## config.mk

```make
export PLATFORM = sky130hd
export DESIGN_NAME = wide_serializer_flat
export DESIGN_NICKNAME = d
export VERILOG_FILES = /design/src/rtl/wide_serializer_pkg.sv /design/src/rtl/wide_serializer_if.sv /design/src/rtl/sync_fifo.sv /design/src/rtl/wide_serializer.sv /design/src/flat_wrapper.sv
export SDC_FILE = /design/constraint.sdc
export NUM_CORES = 1
export LEC_CHECK = 0
export CORE_UTILIZATION = 40
export CTS_BUF_LIST = sky130_fd_sc_hd__clkbuf_4 sky130_fd_sc_hd__clkbuf_8 sky130_fd_sc_hd__clkbuf_16
export CTS_CLUSTER_DIAMETER = 200
export DETAILED_ROUTE_END_ITERATION = 12
export GPL_ROUTABILITY_DRIVEN = 0
export MAX_ROUTING_LAYER = met4
export PLACE_DENSITY = 0.6
export SKIP_CTS_REPAIR_TIMING = 1
export SKIP_LAST_GASP = 1
export SLEW_MARGIN = 20
export SYNTH_ARGS = -nofsm -noshare
export SYNTH_HDL_FRONTEND = slang
export SYNTH_HIERARCHICAL = 1
export SYNTH_SLANG_ARGS = --single-unit
```

## constraint.sdc

```tcl
create_clock -name clk -period 4.65 [get_ports clk]
set_input_delay 1.1625 -clock clk [delete_from_list [all_inputs] [get_ports clk]]
set_output_delay 1.1625 -clock clk [all_outputs]
set_load 0.05 [all_outputs]
```

## src/rtl/wide_serializer_pkg.sv

```systemverilog
// Shared types and elaboration helpers for the wide parallel-in/serial-out block.
package wide_serializer_pkg;

    localparam int unsigned SER_DATA_WIDTH = 32;

    // FIFO entry layout: order flag travels with its word.
    typedef struct packed {
        logic                      msb_first;
        logic [SER_DATA_WIDTH-1:0] data;
    } ser_entry_t;

    typedef enum logic [0:0] {
        StIdle,
        StShift
    } ser_state_e;

    function automatic int unsigned ser_beats(int unsigned dw, int unsigned lw);
        return dw / lw;
    endfunction

    function automatic int unsigned ser_cnt_width(int unsigned beats);
        return (beats > 1) ? $clog2(beats) : 1;
    endfunction

    function automatic bit ser_widths_ok(int unsigned dw, int unsigned lw);
        return (lw != 0) && (lw <= dw) && ((dw % lw) == 0);
    endfunction

endpackage

```

## src/rtl/wide_serializer_if.sv

```systemverilog
// Word input and beat output handshakes of wide_serializer.
interface wide_serializer_if #(
    parameter int unsigned DATA_WIDTH = 32,
    parameter int unsigned LANE_WIDTH = 1
) ();

    logic                  in_valid;
    logic                  in_ready;
    logic [DATA_WIDTH-1:0] data_in;
    logic                  in_msb_first;
    logic                  out_valid;
    logic                  out_ready;
    logic [LANE_WIDTH-1:0] lane_out;
    logic                  out_last;

    // master: word producer and beat consumer; slave: the serializer.
    modport master (
        output in_valid, data_in, in_msb_first, out_ready,
        input  in_ready, out_valid, lane_out, out_last
    );

    modport slave (
        input  in_valid, data_in, in_msb_first, out_ready,
        output in_ready, out_valid, lane_out, out_last
    );

endinterface

```

## src/rtl/sync_fifo.sv

```systemverilog
// Synchronous FIFO with occupancy-based full/empty, flush and active-low reset.
module sync_fifo #(
    parameter int unsigned DEPTH = 2,
    parameter int unsigned WIDTH = 8
) (
    input  logic             clk,
    input  logic             reset,
    input  logic             flush,
    input  logic             push,
    input  logic             pop,
    input  logic [WIDTH-1:0] wdata,
    output logic [WIDTH-1:0] rdata,
    output logic             full,
    output logic             empty
);

    localparam int unsigned AW = (DEPTH > 1) ? $clog2(DEPTH) : 1;

    logic [WIDTH-1:0] mem [DEPTH];
    logic [AW-1:0]    wr_ptr_q;
    logic [AW-1:0]    rd_ptr_q;
    logic [AW:0]      count_q;
    logic             do_push;
    logic             do_pop;

    assign full    = (count_q == (AW+1)'(DEPTH));
    assign empty   = (count_q == '0);
    assign do_push = push && !full;
    assign do_pop  = pop && !empty;
    assign rdata   = mem[rd_ptr_q];

    always_ff @(posedge clk) begin
        if (!reset) begin
            wr_ptr_q <= '0;
            rd_ptr_q <= '0;
            count_q  <= '0;
        end else if (flush) begin
            wr_ptr_q <= '0;
            rd_ptr_q <= '0;
            count_q  <= '0;
        end else begin
            if (do_push) wr_ptr_q <= wr_ptr_q + 1'b1;
            if (do_pop)  rd_ptr_q <= rd_ptr_q + 1'b1;
            count_q <= count_q + (AW+1)'(do_push) - (AW+1)'(do_pop);
        end
    end

    // Storage is deliberately left unreset.
    always_ff @(posedge clk) begin
        if (do_push && reset && !flush) begin
            mem[wr_ptr_q] <= wdata;
        end
    end

endmodule

```

## src/rtl/wide_serializer.sv

```systemverilog
// Buffered wide-word to LANE_WIDTH-beat serializer with per-word shift order.
module wide_serializer
    import wide_serializer_pkg::*;
#(
    parameter int unsigned DATA_WIDTH = 32,
    parameter int unsigned LANE_WIDTH = 1,
    parameter int unsigned DEPTH      = 2
) (
    input  logic              clk,
    input  logic              reset,
    input  logic              flush,
    output logic              busy,
    wide_serializer_if.slave  bus
);

    localparam int unsigned   BEATS   = ser_beats(DATA_WIDTH, LANE_WIDTH);
    localparam int unsigned   CW      = ser_cnt_width(BEATS);
    localparam logic [CW-1:0] LastCnt = CW'(BEATS - 1);

    if (!ser_widths_ok(DATA_WIDTH, LANE_WIDTH)) begin : g_width_check
        $error("wide_serializer: DATA_WIDTH must be a multiple of LANE_WIDTH");
    end

    typedef struct packed {
        logic                  msb_first;
        logic [DATA_WIDTH-1:0] data;
    } entry_t;

    entry_t                push_entry;
    entry_t                head_entry;
    logic                  fifo_full;
    logic                  fifo_empty;
    logic                  fifo_pop;
    logic                  load;

    ser_state_e            state_q, state_d;
    logic [DATA_WIDTH-1:0] shreg_q, shreg_d;
    logic                  msb_q, msb_d;
    logic [CW-1:0]         cnt_q, cnt_d;
    logic [LANE_WIDTH-1:0] lane_q, lane_d;
    logic                  last_q, last_d;

    assign push_entry = {bus.in_msb_first, bus.data_in};
    assign bus.in_ready = reset && !fifo_full;

    sync_fifo #(
        .DEPTH (DEPTH),
        .WIDTH (DATA_WIDTH + 1)
    ) u_fifo (
        .clk   (clk),
        .reset (reset),
        .flush (flush),
        .push  (bus.in_valid && bus.in_ready),
        .pop   (fifo_pop),
        .wdata (push_entry),
        .rdata (head_entry),
        .full  (fifo_full),
        .empty (fifo_empty)
    );

    always_comb begin
        state_d  = state_q;
        shreg_d  = shreg_q;
        msb_d    = msb_q;
        cnt_d    = cnt_q;
        fifo_pop = 1'b0;
        load     = 1'b0;

        unique case (state_q)
            StIdle: begin
                load = !fifo_empty;
            end
            StShift: begin
                if (bus.out_ready) begin
                    if (cnt_q != LastCnt) begin
                        shreg_d = msb_q ? (shreg_q << LANE_WIDTH) : (shreg_q >> LANE_WIDTH);
                        cnt_d   = cnt_q + 1'b1;
                    end else if (!fifo_empty) begin
                        load = 1'b1;
                    end else begin
                        state_d = StIdle;
                        cnt_d   = '0;
                    end
                end
            end
            default: begin
                state_d = StIdle;
            end
        endcase

        if (load) begin
            fifo_pop = 1'b1;
            state_d  = StShift;
            shreg_d  = head_entry.data;
            msb_d    = head_entry.msb_first;
            cnt_d    = '0;
        end

        if (flush) begin
            fifo_pop = 1'b0;
            state_d  = StIdle;
            cnt_d    = '0;
        end

        // The lane register always reflects the beat at the active end of the next shift value.
        if (state_d == StShift) begin
            lane_d = msb_d ? shreg_d[DATA_WIDTH-1 -: LANE_WIDTH] : shreg_d[LANE_WIDTH-1:0];
        end else begin
            lane_d = '0;
        end
        last_d = (state_d == StShift) && (cnt_d == LastCnt);
    end

    always_ff @(posedge clk) begin
        if (!reset) begin
            state_q <= StIdle;
            cnt_q   <= '0;
            lane_q  <= '0;
            last_q  <= 1'b0;
        end else begin
            state_q <= state_d;
            cnt_q   <= cnt_d;
            lane_q  <= lane_d;
            last_q  <= last_d;
        end
    end

    always_ff @(posedge clk) begin
        shreg_q <= shreg_d;
        msb_q   <= msb_d;
    end

    assign bus.out_valid = (state_q == StShift);
    assign bus.lane_out  = lane_q;
    assign bus.out_last  = last_q;
    assign busy          = !fifo_empty || (state_q == StShift);

endmodule
```

## src/flat_wrapper.sv

```systemverilog
// flat-port wrapper written by rule: the top's interface ports become plain ports
module wide_serializer_flat import wide_serializer_pkg::*;
#(
    parameter int unsigned DATA_WIDTH = 32,
    parameter int unsigned LANE_WIDTH = 1,
    parameter int unsigned DEPTH      = 2
)
  (clk, reset, flush, busy, bus_in_valid, bus_data_in, bus_in_msb_first, bus_out_ready, bus_in_ready, bus_out_valid, bus_lane_out, bus_out_last);
  wide_serializer_if #(.DATA_WIDTH(DATA_WIDTH), .LANE_WIDTH(LANE_WIDTH)) bus_i ();
  input  logic clk;
  input  logic reset;
  input  logic flush;
  output logic busy;
  input wire logic [$bits(bus_i.in_valid)-1:0] bus_in_valid;
  input wire logic [$bits(bus_i.data_in)-1:0] bus_data_in;
  input wire logic [$bits(bus_i.in_msb_first)-1:0] bus_in_msb_first;
  input wire logic [$bits(bus_i.out_ready)-1:0] bus_out_ready;
  output wire logic [$bits(bus_i.in_ready)-1:0] bus_in_ready;
  output wire logic [$bits(bus_i.out_valid)-1:0] bus_out_valid;
  output wire logic [$bits(bus_i.lane_out)-1:0] bus_lane_out;
  output wire logic [$bits(bus_i.out_last)-1:0] bus_out_last;
  assign bus_i.in_valid = bus_in_valid;
  assign bus_i.data_in = bus_data_in;
  assign bus_i.in_msb_first = bus_in_msb_first;
  assign bus_i.out_ready = bus_out_ready;
  assign bus_in_ready = bus_i.in_ready;
  assign bus_out_valid = bus_i.out_valid;
  assign bus_lane_out = bus_i.lane_out;
  assign bus_out_last = bus_i.out_last;
  wide_serializer #(.DATA_WIDTH(DATA_WIDTH), .LANE_WIDTH(LANE_WIDTH), .DEPTH(DEPTH)) u_core (.clk(clk), .reset(reset), .flush(flush), .busy(busy), .bus(bus_i));
endmodule
```

==> Word-level counts from Yosys, hierarchy flattened <==
Memory sizes are Yosys's and may differ from the RTL's. A register that Yosys moved wholly into a read port is not among the register bits.
Index checks and enable logic that the tools add are counted.
{ "op_classes": {"addsub": 5, "mul": 0, "div": 0, "n_lt_le_gt_ge": 0, "eq_ne": 3, "n_shift": 0, "n_mux": 28, "bitwise": 2, "n_reduce_logical": 18} }
{ "ops": {"columns": ["operator", "n"], "rows": [
  ["$mux 32", 5],
  ["$mux 5", 6],
  ["$mux 1", 16],
  ["$logic_and 1x1->1", 7],
  ["$reduce_bool 2->1", 3],
  ["$add 5x1->5 const B", 1],
  ["$eq 5x5->1 const B", 1],
  ["$ne 5x5->1 const B", 1],
  ["$logic_not 1->1", 3],
  ["$reduce_and 3->1", 1],
  ["$add 1x1->1 const B", 2],
  ["$add 2x1->2", 1],
  ["$eq 2x2->1 const B", 1],
  ["$logic_not 2->1", 1],
  ["$not 1->1", 2],
  ["$pmux 1 s2", 1],
  ["$reduce_and 2->1", 1],
  ["$reduce_or 2->1", 1],
  ["$sub 2x1->2", 1],
  ["$logic_or 1x1->1", 1]
]} }
{ "totals": {"ff_bits": 45, "latch_bits": 0, "ram_bits": 66, "mem_bits_ro": 0, "input_bits": 38, "out_inout_bits": 5, "n_memories": 1} }
{ "mem_list": {"columns": ["memory", "words", "width", "read_ports", "rd_ports_with_merged_regs", "write_ports", "line", "rtl"], "rows": [
  ["u_core.u_fifo.mem", 2, 33, 1, 1, 1, "sync_fifo.sv:19", "logic [WIDTH-1:0] mem [DEPTH];"]
]} }

==> Longest topological paths before layout <==
{ "depth": {"ltp_word": 10, "depth_mapped": 12, "ltp_nobuf": 12} }

==> By module <==
Netlist, hierarchy kept.
{ "by_module_without_submodules": {"columns": ["module", "n_inst", "cells_each", "area_each_um2", "seq_area_each_um2"], "rows": [
  ["sync_fifo", 1, 132, 2640.0, 2082.0],
  ["wide_serializer", 1, 200, 2148.3, 1121.1]
]} }

==> Least setup slack after synthesis <==
Ideal clock, no wire load.
{ "synth_timing": {"path_type": "input port to flip-flop", "start": "input reset", "end": "memory u_core/u_fifo/mem[0][0] (netlist bit) (enable)", "arrival_ns": 4.579, "required_time_ns": 4.186, "path_slack_ns": -0.393, "cell_stages": 4, "n_path_buf": 0, "cell_sequence": "nor2b_1 -> and2_1 -> nand2b_1 -> nor3_1"} }
{ "synth_via": {"elab_chain_len": 7} }
{ "synth_lines": {"columns": ["item", "line", "rtl"], "rows": [
  ["start: declaration", "flat_wrapper.sv:11", "input logic reset;"],
  ["$logic_and 1x1->1", "wide_serializer.sv:44", "assign bus.in_ready = reset && !fifo_full;"],
  ["$logic_and 1x1->1", "wide_serializer.sv:53", ".push (bus.in_valid && bus.in_ready),"],
  ["$logic_and 1x1->1", "sync_fifo.sv:28", "assign do_push = push && !full;"],
  ["$logic_and 1x1->1 (*) (2 in series)", "sync_fifo.sv:50", "if (do_push && reset && !flush) begin"],
  ["$mux 1 (*)", "sync_fifo.sv:50", null],
  ["$mux 1 (implied by the code) (*)", "sync_fifo.sv:51", "mem[wr_ptr_q] <= wdata;"],
  ["end: declaration", "sync_fifo.sv:19", null]
]} }
Every way passes the cells marked *; elsewhere a longest branch is shown, timed or not.

==> Worst setup path after layout <==
{ "layout_timing": {"start": "input reset", "end": "output bus_in_ready"} }
{ "layout_via": {"elab_chain_len": 1} }
{ "layout_lines": {"columns": ["item", "line", "rtl"], "rows": [
  ["$logic_and 1x1->1", "wide_serializer.sv:44", null],
  ["end: declaration", "flat_wrapper.sv:18", "output wire logic [$bits(bus_i.in_ready)-1:0] bus_in_ready;"]
]} }
No other way between the ends.

==> flow_summary.json <==
{
  "critical-path-slowest-cell": "clkdlybuf4s50_1",
  "dr_total_vias": 2697,
  "areaGrowthSynthToFinish_pct": 18.7,
  "synth.area.top_cells": "edfxtp_1, mux2_1, dfxtp_1",
  "clock_sink_count": 112,
  "synthDistinctLibCells": 44,
  "first_pass_iters": 8,
  "whs_ns": 0.521,
  "grt_setup_unrepaired": "no",
  "routed_wl_mm": 7.93,
  "slowest_delay_ns": 0.82,
  "grt_max_degree": 35,
  "synthesis.instances": 332,
  "finalPower_mw": 2.15,
  "tightest_slew_ns": 0.978,
  "root_buffer": "clkbuf_16",
  "drive_gt1_share_pct": 9.71,
  "die_y_microns": 111,
  "irDropWorstVdd_uv": 184,
  "cp_common_cell": "clkdlybuf4s50_1",
  "rows": 39,
  "crit_buf_inv": 2,
  "startpoint_type": "primary input",
  "grt_pass1_wl_mm": 13.3,
  "postRouteAntennaNets": 0,
  "drc": 6,
  "fin_nets": 419,
  "drt-vias-per-instance": 5.15,
  "dp.cells": 508,
  "start_util_pct": 41.4,
  "path_delay_family": "buffers and inverters",
  "diodes": 0,
  "die_area_sq_mm": 0.0124,
  "synth_flop_cell": "edfxtp_1",
  "dp_hpwl_mm": 4.96,
  "yosys_warnings": 6,
  "ios": 43,
  "status": "finished, violations left",
  "ys_seq_area_share_pct": 66.9,
  "synth_top_area_share_pct": 60.2,
  "synthArstFlopShare_pct": 0,
  "required_ns": 3.49,
  "cts_tree": "yes",
  "slew_headroom_pct": 34.8,
  "crit_path_end_kind": "primary output",
  "grt.overflow.total": 0,
  "io_buffers": 42,
  "max_clock_freq_ghz": 0.263,
  "finalCriticalPeriod_ns": 3.80,
  "grt_pass1_vias": 2669,
  "drt_iter0_markers": 154,
  "synth_edf_count": 96,
  "maxCapViolations": 0,
  "cp_cell_sequence": "clkdlybuf4s50_1 -> nor2b_1 -> clkdlybuf4s50_1",
  "synth_fp_nets": 375,
  "cp_data_arrival_time_ns": 2.64,
  "clk_pin_slew_ns": 0.07,
  "antenna_found_initial": 0,
  "chipWidth_microns": 111,
  "avgSynthCellArea_sq_um": 14.4,
  "core_sq_mm": 0.0116,
  "violations": "DRC",
  "worstSetupPathType": "primary input to primary output",
  "powerDensity_mw_per_mm2": 379,
  "leakage_nw": 1.96,
  "cp_max_fo": 3,
  "cts_buffer_depth": 2,
  "h-tree-depth": 3,
  "drv_slew": 0,
  "cts_buffers": 9,
  "setup_viol_count_final": 0,
  "synth_seq_cells": 112,
  "hp-class": "flip-flop to flip-flop",
  "min_period_over_period_pct": 81.7,
  "syn_area_sq_mm": 0.00479,
  "grt_usage_pct": 14.1,
  "synth_largest_area_cell": "edfxtp_1",
  "wl_per_cell_microns": 15.1,
  "worstSkewPairLatency_ns": 0.34,
  "hold_viol": 0,
  "finalNonFillerCells": 524,
  "skew_ns": 0.00567
}
[layout by cell type (no fill, tap or decap), types with 3 or more instances in the layout]
cell and count:
a21oi_1 6, and2b_2 3, buf_4 6, clkbuf_16 9
clkdlybuf4s50_1 42, dfxtp_1 15, edfxtp_1 96, ha_1 5
inv_1 4, mux2_1 33, mux2i_1 31, nand2_1 36
nand2b_1 5, nor2_1 7, o21ai_0 37
[path summary, 6_finish.rpt]
check	from	to	slack (ns)	cells after the start
worst min-delay path	u_core/u_fifo/rd_ptr_q	flip-flop	0.52	2
worst min register to register	u_core/u_fifo/rd_ptr_q	flip-flop	0.52	2
worst max register to register	u_core/cnt_q[0]	u_core/shreg_q[26]	2.10	8
worst max-delay path	reset	bus_in_ready	0.85	3
[flip-flops by register name, indices dropped and copies added, names as in the netlist, named ones only]
signal and cells:
u_core/u_fifo/mem 66, u_core/shreg_q 32, u_core/cnt_q 5, u_core/u_fifo/count_q 2, u_core/bus.lane_out 1, u_core/bus.out_last 1, u_core/bus.out_valid 1, u_core/msb_q 1
u_core/u_fifo/rd_ptr_q 1, u_core/u_fifo/wr_ptr_q 1
[layout make-up]
cell class	count	area, sq um
inverters	5	18.8
repair buffers	48	465
flip-flops and latches	112	3200
clock buffers	12	254
fillers	1008	5880
clock inverters	4	76.3
multi-input cells	200	1490
well taps	143	179
[logic make-up after synthesis]
group	Yosys count	share of synthesized area, %
AOI/OAI and AO/OA	53	6.14
xor gates and xnor gates	2	0.366
adders and majority gates	5	1.31
buffers and inverters	20	2.38
DFF	112	66.9
muxes	67	15.2
and+or+nand+nor	73	7.73
[worst register-to-register path: cells and delay by family, from the launching register on]
family,cells,cell delay [ns]
buffers and inverters,1,0.37
DFF,1,0.44
and+or+nand+nor,3,0.92
AOI/OAI and AO/OA,2,0.20
adders and majority gates,2,0.45
[stage by stage]
stage                     utilization [%]  setup slack [ns]  instance area (sq um)  setup TNS (ns)
after floorplan                         -            -0.393                   4790          -25.93
after global placement               46.3             0.875                   5360               0
after CTS                            49.2             0.831                   5690               0
after detailed placement             46.3             0.835                   5360               0
after global routing                 49.2             0.731                   5690               0
final                                49.2             0.852                   5690               0
[cell usage after synthesis (2+ instances only)]
cell and instances:
edfxtp_1 96, mux2_2 2, nand3b_1 2, nand2b_1 5
buf_6 5, inv_1 4, nor3_1 4, nor2b_1 2
and2b_2 3, nor2_1 7, and3_1 2, ha_1 5
and2_1 2, clkbuf_1 9, o21ai_0 37, o21a_1 2
dfxtp_1 16, nand2_1 36, mux2i_1 31, mux2_1 33
a21oi_1 6
[layer usage]
layer	track usage (%)	wire length, microns	vias to the layer above
li1	-	-	1322
met1	18.5	3960	1313
met2	21.7	3570	55
met3	3.59	329	7
met4	3.78	74	0
met5	-	0	-
[power breakdown]
part / switching [mW] / leakage (nW) / internal, mW
logic: 0.0558 / 0.793 / 0.0969
clock network: 0.337 / 0.160 / 0.501
registers: 0.0475 / 1.01 / 1.11
total: 0.440 / 1.96 / 1.71
No activity file was read; power rests on OpenSTA's default activity.
